[src/rtl/arm_mem_pkg.sv]
// Shared types and defaults for the MEM-stage data-memory responder.
package arm_mem_pkg;
  typedef enum logic [1:0] {IDLE, LO, HI, DONE} mem_state_t;
  localparam int ADDR_BASE_DEF = 1024;
endpackage

[src/rtl/sram_wait_counter.sv]
// Per-phase wait counter: clears on demand, flags the last cycle of a phase.
module sram_wait_counter #(
  parameter int WAIT_CYCLES = 2
) (
  input  logic       i_clk,
  input  logic       i_rst_n,
  input  logic       i_clr,
  output logic [3:0] o_cnt,
  output logic       o_term
);
  logic [3:0] r_cnt;

  always_ff @(posedge i_clk or negedge i_rst_n) begin
    if (!i_rst_n)   r_cnt <= '0;
    else if (i_clr) r_cnt <= '0;
    else            r_cnt <= r_cnt + 4'd1;
  end

  assign o_cnt  = r_cnt;
  assign o_term = (r_cnt == 4'(WAIT_CYCLES - 1));
endmodule

[src/rtl/sram_mem_responder.sv]
// MEM-stage responder: one 32-bit access becomes two 16-bit async-SRAM phases,
// with ready low for the whole transaction so the pipeline freezes.
module sram_mem_responder
  import arm_mem_pkg::*;
#(
  parameter int ADDR_BASE   = ADDR_BASE_DEF,
  parameter int WAIT_CYCLES = 2,
  parameter int SRAM_AW     = 18
) (
  input  logic               clk,
  input  logic               rst,
  input  logic               mem_rd_en,
  input  logic               mem_wr_en,
  input  logic [31:0]        address,
  input  logic [31:0]        wdata,
  output logic [31:0]        rdata,
  output logic               ready,
  output logic [SRAM_AW-1:0] sram_addr,
  output logic [15:0]        sram_dq_out,
  input  logic [15:0]        sram_dq_in,
  output logic               sram_dq_oe,
  output logic               sram_we_n
);
  mem_state_t         r_state;
  logic               r_is_wr;
  logic [SRAM_AW-2:0] r_idx;
  logic [15:0]        r_whi;

  logic               w_req;
  logic [SRAM_AW-2:0] w_idx;
  logic [3:0]         w_cnt;
  logic               w_term;
  logic               w_clr;
  logic               w_pre_last;

  assign w_req      = mem_rd_en | mem_wr_en;
  // Word index wraps silently: out-of-range addresses alias into the SRAM.
  assign w_idx      = (SRAM_AW-1)'((address - 32'(ADDR_BASE)) >> 2);
  assign w_clr      = (r_state == IDLE) || (r_state == DONE) || w_term;
  assign w_pre_last = (w_cnt == 4'(WAIT_CYCLES - 2));

  sram_wait_counter #(.WAIT_CYCLES(WAIT_CYCLES)) u_cnt (
    .i_clk   (clk),
    .i_rst_n (rst),
    .i_clr   (w_clr),
    .o_cnt   (w_cnt),
    .o_term  (w_term)
  );

  always_comb begin
    ready = 1'b0;
    case (r_state)
      IDLE:    ready = ~w_req;
      DONE:    ready = 1'b1;
      default: ready = 1'b0;
    endcase
  end

  // Strobe rises one cycle before each phase ends so address/data are held past it.
  always_ff @(posedge clk or negedge rst) begin
    if (!rst) begin
      r_state     <= IDLE;
      r_is_wr     <= 1'b0;
      r_idx       <= '0;
      r_whi       <= '0;
      rdata       <= '0;
      sram_addr   <= '0;
      sram_dq_out <= '0;
      sram_dq_oe  <= 1'b0;
      sram_we_n   <= 1'b1;
    end else begin
      case (r_state)
        IDLE: if (w_req) begin
          r_state    <= LO;
          r_is_wr    <= mem_wr_en;
          r_idx      <= w_idx;
          r_whi      <= wdata[31:16];
          sram_addr  <= {w_idx, 1'b0};
          sram_dq_oe <= mem_wr_en;
          sram_we_n  <= ~mem_wr_en;
          if (mem_wr_en) sram_dq_out <= wdata[15:0];
        end
        LO: begin
          if (w_term) begin
            r_state   <= HI;
            sram_addr <= {r_idx, 1'b1};
            sram_we_n <= ~r_is_wr;
            if (r_is_wr) sram_dq_out <= r_whi;
            else         rdata[15:0] <= sram_dq_in;
          end else if (w_pre_last) begin
            sram_we_n <= 1'b1;
          end
        end
        HI: begin
          if (w_term) begin
            r_state    <= DONE;
            sram_we_n  <= 1'b1;
            sram_dq_oe <= 1'b0;
            if (!r_is_wr) rdata[31:16] <= sram_dq_in;
          end else if (w_pre_last) begin
            sram_we_n <= 1'b1;
          end
        end
        DONE:    r_state <= IDLE;
        default: r_state <= IDLE;
      endcase
    end
  end
endmodule
[config.mk]
export PLATFORM = sky130hd
export DESIGN_NAME = sram_mem_responder
export DESIGN_NICKNAME = d
export VERILOG_FILES = /design/src/rtl/arm_mem_pkg.sv /design/src/rtl/sram_wait_counter.sv /design/src/rtl/sram_mem_responder.sv
export SDC_FILE = /design/constraint.sdc
export NUM_CORES = 1
export LEC_CHECK = 0
export CORE_MARGIN = 5
export CORE_UTILIZATION = 40
export DETAILED_ROUTE_END_ITERATION = 10
export PLACE_DENSITY_LB_ADDON = 0.15
export REMOVE_ABC_BUFFERS = 1
export SYNTH_ARGS = -nofsm -noshare
export SYNTH_HDL_FRONTEND = slang
export SYNTH_SLANG_ARGS = --single-unit
export TNS_END_PERCENT = 100
[constraint.sdc]
create_clock -name clk -period 2.21 [get_ports clk]
set_input_delay 0.442 -clock clk [delete_from_list [all_inputs] [get_ports clk]]
set_output_delay 0.442 -clock clk [all_outputs]
set_load 0.01 [all_outputs]
## Word level (Yosys, flattened, before mapping)

Index checks and enable logic that the tools add are counted.

| storage, ports and cells | value |
|---|---|
| register bits | 108 |
| output and inout bits | 69 |

| cells by class | value |
|---|---|
| equality and inequality tests | 9 |
| $add $sub $neg | 2 |
| reductions and logical operators | 15 |
| muxes and demuxes | 22 |
| bitwise logic cells | 4 |

Operators with widths:

| cell | count |
|---|---|
| $mux W16 | 4 |
| $mux W18 | 2 |
| $pmux W18 S2 | 1 |
| $pmux W16 S2 | 1 |
| $sub A19 B11 Y19 const B | 1 |
| $reduce_and A3 Y1 | 5 |
| $ne A2 B2 Y1 const B | 5 |
| $pmux W2 S4 | 1 |
| $mux W1 | 6 |
| $mux W2 | 3 |
| $reduce_and A5 Y1 | 1 |
| $add A4 B1 Y4 const B | 1 |
| $eq A2 B2 Y1 const B | 2 |
| $eq A4 B1 Y1 const B | 1 |
| $logic_not A4 Y1 | 1 |
| $mux W4 | 1 |
| $pmux W1 S2 | 2 |
| $reduce_and A2 Y1 | 2 |
| $reduce_bool A2 Y1 | 2 |
| $not A1 Y1 | 3 |
| $pmux W1 S3 | 1 |
| $reduce_bool A3 Y1 | 1 |
| $eq A2 B1 Y1 const B | 1 |
| $logic_not A2 Y1 | 1 |
| 2 further kinds | 3 |

## Logic depth before layout (Yosys ltp)

Gate-level depths: netlist of run 1.

| logic depth | value |
|---|---|
| word-level depth | 4 |
| depth in mapped cells | 9 |
| depth with buffers taken out | 6 |

## Modules after synthesis

From an unflattened synthesis of run 1, not the netlist that was laid out.

| unflattened totals | value |
|---|---|
| cell total of the unflattened synthesis | 378 |
| area, all modules | 4757.1 sq um |

Modules (own cells, without submodules):

| module | cells an instance | area each (sq um) | times used | sequential area each (sq um) |
|---|---|---|---|---|
| sram_mem_responder | 362 | 4565.6 | 1 | 2603.7 |
| sram_wait_counter | 16 | 191.4 | 1 | 100.1 |

## Worst setup path after synthesis of run 1

Ideal clock, no wire load.

| timing | value |
|---|---|
| kind | register to register |
| start point | register u_cnt.r_cnt[1] (netlist: u_cnt.o_cnt[1]) |
| end point | register sram_addr[16] |
| path buffers | 3 |
| cell stages (with the launch flop) | 10 |
| period minus slack after synthesis | 1917 ps |
| path slack | 293 ps |
| data required time | 2080 ps |
| arrival | 1787 ps |
| setup time | 130 ps |
| cell sequence | dfrtp_1 -> inv_1 -> ha_1 -> or3b_1 -> buf_6 -> a211o_1 -> buf_6 -> buf_6 -> nand2_2 -> o211ai_2 |

| on the way | value |
|---|---|
| cells in the longest elaborated chain, start to end | 3 |

Ends and longest elaborated chain:

| element | RTL line | RTL |
|---|---|---|
| start, declared | sram_wait_counter.sv:11 | `logic [3:0] r_cnt;` |
| start signal, assigned | sram_wait_counter.sv:16 | `else r_cnt <= r_cnt + 4'd1;` |
| $eq A4 B1 Y1 | sram_wait_counter.sv:20 | `assign o_term = (r_cnt == 4'(WAIT_CYCLES - 1));` |
| $ne A2 B2 Y1 (no source line) | n/a |  |
| $reduce_and A3 Y1 (no source line) | n/a |  |
| end signal, assigned | sram_mem_responder.sv:78 | `sram_addr <= {w_idx, 1'b0};` |
| end signal, assigned | sram_mem_responder.sv:86 | `sram_addr <= {r_idx, 1'b1};` |
| end, declared | sram_mem_responder.sv:18 | `output logic [SRAM_AW-1:0] sram_addr,` |

No other way between the ends.
A chain may end at the register's enable or synchronous reset.

## Final worst setup path of run 1

| timing | value |
|---|---|
| start point | register u_cnt.r_cnt[1] (netlist: u_cnt.o_cnt[1]) |
| end point | register sram_addr[15] |

The elaborated chain is that of the path after synthesis.

==> flow_summary.yaml, run 1 <==
critical_path:
  cp_max_fo: 27
  rr_startpoint: "u_cnt.o_cnt[1]"
  reg2reg_setup_slack_ns: 0.17
  worstRegToRegCells: 7
  end_kind: "flop"
  crit_path_start_kind: "flop"
  critical_path_class: "flop to flop"
  crit_family: "simple AND/OR/NAND/NOR gates"
  cp_slowest_cell: "or3b_4"
  arrival_ns: 2.26
  crit_required_ns: 2.43
  r2r_end: "sram_addr[15]"
  worstPathBufferInverterCount: 2
  max_stage_delay_ns: 0.47
  crit_chain: "inv_1, ha_1, or3b_4, a211o_1, buf_4, nand2_1, o211ai_1"
grt:
  met2_usage_pct: 26.45
  grt_pass1_vias: 3586
  grt_overflow: 0
  grtUsageTotal_pct: 16.35
  grt_util_met3_pct: 3.911
  antenna_found_initial: 0
  grt_pass1_wl_um: 18550
  grt_max_degree: 49
  grt-busiest-layer: "met2"
  grtUsageMet1_pct: 21.08
sta:
  layout_min_cycle_time_ns: 2.039
  max_slew.worst_pin.slew_ns: 0.4833
  fin_hold_ws_ns: 0.03394
  max_freq_mhz: 490.4
  period_share_pct: 92.26
  rsz0062_at_grt: "false"
  fin_setup_tns_ns: 0
  hold_violations: 0
  max_slew_margin_pct: 67.66
  setup_viol: 0
  final-max-slew-violation-count: 0
  skew_ns: 0.003019
placement:
  portBuffers: 137
  hpwlAfterDp_um: 7940
  placed_cells: 667
  gp_congestion: 0.7675
synthesis:
  synthTopCellsByCount: "107 x dfrtp_1, 45 x mux2_2, 33 x nand2_1"
  synth.avg_cell_area_sq_um: 12.47
  synth_top_area_share_pct: 55.61
  synth_cells: 386
  synth_area_leaders: "dfrtp_1 56%, mux2_2 11%, mux2i_1 5.0%"
  synthFlopType: "dfrtp_1"
  synth.largest_area_cell: "dfrtp_1"
  ys_ff_latch: 108
  syn_area_sq_mm: 0.004815
  synth-seq-area-share_pct: 56.16
  synth-async-reset-ratio_pct: 100.0
  ys_warn_count: 0
  synthMostInstantiatedCell: "dfrtp_1"
  synth_cell_types: 45
  synth_edf_count: 0
finish:
  drive_above_1_share_pct: 20.82
  antenna_cells: 0
  stdcell_count: 685
  fin_nets: 627
  area_growth_pct: 40.41
cts:
  postCtsHoldBufs: 0
  htree_levels: 3
  root_buffer: "clkbuf_16"
  cts_buffer_depth: 2
  clk_latency_ns: 0.34
  cts_tree: "done"
  cts_inserted_buffers: 9
  clock-sinks: 108
  clk_pin_slew_ns: 0.07
floorplan:
  dieArea_sq_mm: 0.01433
  pin_count: 153
  die_w_um: 119.7
  placementRows: 40
  start_util_pct: 40.42
  core-area_sq_mm: 0.01191
  die_h_um: 119.7
routing:
  drc: 0
  first_pass_iters: 4
  drt_iter0_drc: 186
  via_count: 3415
  wl_per_cell_um: 16.40
  routed_via_density: 4.985
  finalWirelength_um: 11230
  ant_nets: 0
power:
  peakVddDrop_mv: 0.5961
  p_leak_nw: 2.925
  powerDensity_mw_per_mm2: 1503
outcome:
  status: "finished clean"
flow_run:
  maxCapViolations: 0
hold_path:
  hold_class: "primary input to async pin"
==> layout make-up <==
| class | instances | area (sq um) |
|---|---|---|
| inverters | 8 | 30.03 |
| clock buffers | 15 | 277.8 |
| repair buffers | 156 | 1573 |
| multi-input cells | 250 | 1987 |
| fillers | 1020 | 5151 |
| clock inverters | 1 | 5.005 |
| flip-flops and latches | 108 | 2704 |
| well taps | 147 | 183.9 |
==> cell usage in the layout, fill, tap and decap left out, types with 9 or more instances in the layout <==
master and n:
nand2_1 33, xnor2_1 9, dfrtp_1 107, o21ai_0 14, mux2_2 45, ha_1 9, nor2_1 31, buf_4 15
mux2i_1 24, clkdlybuf4s50_1 135, a21oi_1 22, mux2_4 13, clkbuf_16 9
==> metal layers <==
metal | vias to the layer above | wire length, um
li1 | 1634 | -
met5 | - | 0
met4 | 0 | 224
met2 | 76 | 5565
met1 | 1691 | 4900
met3 | 14 | 540
==> worst max path at each step <==
stage	from	to	depth (start not counted)
2_1_floorplan	r_state[1]	sram_dq_out[0]	5
3_3_place_gp	address[11]	sram_addr[17]	7
3_5_place_dp	address[11]	sram_addr[17]	7
4_1_cts	u_cnt.o_cnt[1]	rdata[22]	6
5_1_grt	r_state[0]	ready	6
6_report	u_cnt.o_cnt[1]	sram_addr[15]	7
==> timing repair <==
item / CTS / global route
endpoints found under the setup margin: 1 / 36
gates resized for setup: 3 / 1
buffers inserted: 2 / 0
==> report_power, final <==
part	total, mW	switching (mW)	internal [mW]
registers	3.54	0.539	3.00
clock network	1.54	0.681	0.858
logic	5.09	2.31	2.78
==> per-stage QoR <==
| stage | instance area, sq um | setup WS [ns] | power, mW | util (%) |
|---|---|---|---|---|
| finish | 6760 | 0.1710 | 10.16 | 56.75 |
| global route | 6760 | 0.01394 | 10.90 | 56.75 |
| CTS | 6758 | 0.04577 | 10.31 | 56.73 |
| detailed placement | 6455 | -0.1169 | 8.685 | 54.19 |
| global placement | 6455 | -0.1254 | 8.522 | 54.19 |
| floorplan | 4686 | -2.180 | 6.281 | - |
==> kinds of logic (layout without fill, tap and decap cells) <==
family                   after synthesis  count (layout)  synth area share, %
flip-flops                           108             108                56.16
multiplexers                          82              82                19.57
XOR/XNOR                               9               9                1.637
adder cells (fa/ha/maj)               10              10                2.599
AO/OA/AOI/OAI                         62              62                8.212
AND/OR/NAND/NOR                       87              87                8.524
buffers and inverters                 28             180                3.300
==> flip-flops by register name, indices dropped and copies added, names as in the netlist <==
name / cells
r_idx: 17
sram_dq_oe: 1
r_state: 2
sram_dq_out: 16
r_is_wr: 1
u_cnt.o_cnt: 4
r_whi: 16
sram_addr: 18
rdata: 32
sram_we_n: 1
Note: power is estimated with default switching activity, not from simulation.
==> run 2, diff against run 1 <==
Settings changed: CORE_ASPECT_RATIO set to 0.75.
==> flow_summary.yaml, run 2 (same netlist as run 1, synthesis figures left out) <==
outcome:
  status: "finished clean"
finish:
  final_core_util_pct: 58.28
  reg.largest.list: "rdata (32), sram_addr (18), r_idx (17)"
  final_cell_mix: "135 x clkdlybuf4s50_1, 107 x dfrtp_1, 45 x mux2_2, 33 x nand2_1, 31 x nor2_1"
  final_common_cell: "clkdlybuf4s50_1"
  fin_nets: 629
  largest_register: "rdata"
  fill_cells: 990
  area_growth_pct: 41.61
  largest_reg_flops: 32
  antenna_cells: 0
  drive_above_1_share_pct: 21.34
floorplan:
  start_util_pct: 41.16
  pin_count: 153
  placementRows: 34
  core-area_sq_mm: 0.01170
  die_w_um: 136.7
  dieArea_sq_mm: 0.01435
  die_h_um: 105.0
sta:
  period_share_pct: 93.93
  max_slew.worst_pin.slew_ns: 0.5024
  hold_violations: 0
  fin_ws_ns: 0.1341
  fin_hold_ws_ns: 0.06868
  rsz0062_at_grt: "false"
  setup_viol: 0
  final-max-slew-violation-count: 0
  max_freq_mhz: 481.7
  skew_ns: 0.01060
  fin_setup_tns_ns: 0
  max_slew_margin_pct: 66.38
  layout_min_cycle_time_ns: 2.076
cts:
  cts_tree: "done"
  root_buffer: "clkbuf_16"
  cts_inserted_buffers: 9
  cts_buffer_depth: 2
  clk_latency_ns: 0.35
  htree_levels: 3
  clk_pin_slew_ns: 0.07
  clock-sinks: 108
power:
  p_leak_nw: 2.945
  intPower_mw: 6.804
  power_mw: 10.37
  switching_share_pct: 34.39
  powerDensity_mw_per_mm2: 1521
  clkPwrFrac_pct: 16.3
  seqPwrFrac_pct: 34.1
  switchingPower_mw: 3.566
  peakVddDrop_mv: 0.5942
  power_frac_comb_pct: 49.6
grt:
  grt_pass1_wl_um: 18740
  grtUsageTotal_pct: 16.44
  grt_overflow: 0
  grt_max_degree: 70
  antenna_found_initial: 0
  grt_pass1_vias: 3597
placement:
  dpl_worst_slack_ns: -0.1252
  portBuffers: 137
  gp_congestion: 0.8079
  hpwlAfterDp_um: 7988
routing:
  routed_via_density: 4.807
  wl_per_cell_um: 16.10
  first_pass_iters: 4
  finalWirelength_um: 11280
  via_count: 3370
  drc: 0
  ant_nets: 0
  drt_iter0_drc: 117
critical_path:
  arrival_ns: 1.63
  critical_path_class: "flop to output pin"
  end_kind: "output pin"
  crit_path_start_kind: "flop"
  crit_required_ns: 1.77
  cp_max_fo: 3
flow_run:
  maxCapViolations: 0
hold_path:
  hold_class: "primary input to async pin"
[run 2: cell types whose count changed in the layout (fill, tap and decap cells not counted), sizes merged]
| cell | change |
|---|---|
| buf | +2 |
| clkinv | +1 |
| clkinvlp | +1 |
| clkbuf | -5 |
| bufinv | +2 |
[run 2: cell type report]
cell class | count | area, sq um | area share [%]
Clock buffer | 10 | 229.0 | 3.358
Clock inverter | 5 | 77.57 | 1.138
Inverter | 8 | 30.03 | 0.4404
Multi-Input combinational cell | 250 | 1987 | 29.14
Sequential cell | 108 | 2704 | 39.66
Tap cell | 162 | 202.7 | 2.973
Timing Repair Buffer | 158 | 1588 | 23.29
[run 2: through the flow]
| step | instance area (sq um) | instances |
|---|---|---|
| finish | 6818 | 701 |
| detailed placement | 6489 | 684 |
| CTS | 6808 | 700 |
| global placement | 6489 | 684 |
| global route | 6818 | 701 |
| floorplan | 4686 | 366 |
[run 2: routing by layer]
layer,wire [um],global-route usage [%],part of all wire [%],vias to the layer above
li1,-,-,-,1630
met5,0,0,0,-
met2,5182,25.11,46,85
met4,132,4.173,1.2,0
met1,5107,22.03,45,1646
met3,860,6.340,7.6,9
[run 2: path summary, 6_finish.rpt]
kind	depth (start not counted)	slack (ns)	start	end
worst max-delay path	6	0.13	r_state[0]	ready
worst min-delay path	2	0.07	rst	sram_addr[7]
worst max register to register	6	0.19	u_cnt.o_cnt[1]	rdata[19]
worst min register to register	2	0.48	sram_addr[11]	sram_addr[11]
max in group asynchronous	2	1.78	rst	rdata[15]
min in group clk	2	0.48	sram_addr[11]	sram_addr[11]
[run 2: repair_timing]
action,in CTS,in global routing
endpoints found under the setup margin,1,14
hold buffers,0,0
gates resized for setup,3,1
buffers inserted,1,1
[run 2: critical path, cell delays in order, from the launching register on]
cell and delay [ns]:
dfrtp_1 0.38, inv_1 0.10, ha_1 0.19, nor3b_4 0.21, nor2_1 0.06, nor2_1 0.08
dlygate4sd2_1 0.27
[run 2: power groups by stage]
stage / sequential [mW] / combinational, mW / clock [mW]
finish: 3.54 / 5.15 / 1.69
global route: 3.66 / 5.63 / 1.81
CTS: 3.55 / 5.23 / 1.74
detailed placement: 3.57 / 5.17 / 0
global placement: 3.54 / 5.06 / 0
floorplan: 3.78 / 2.50 / 0
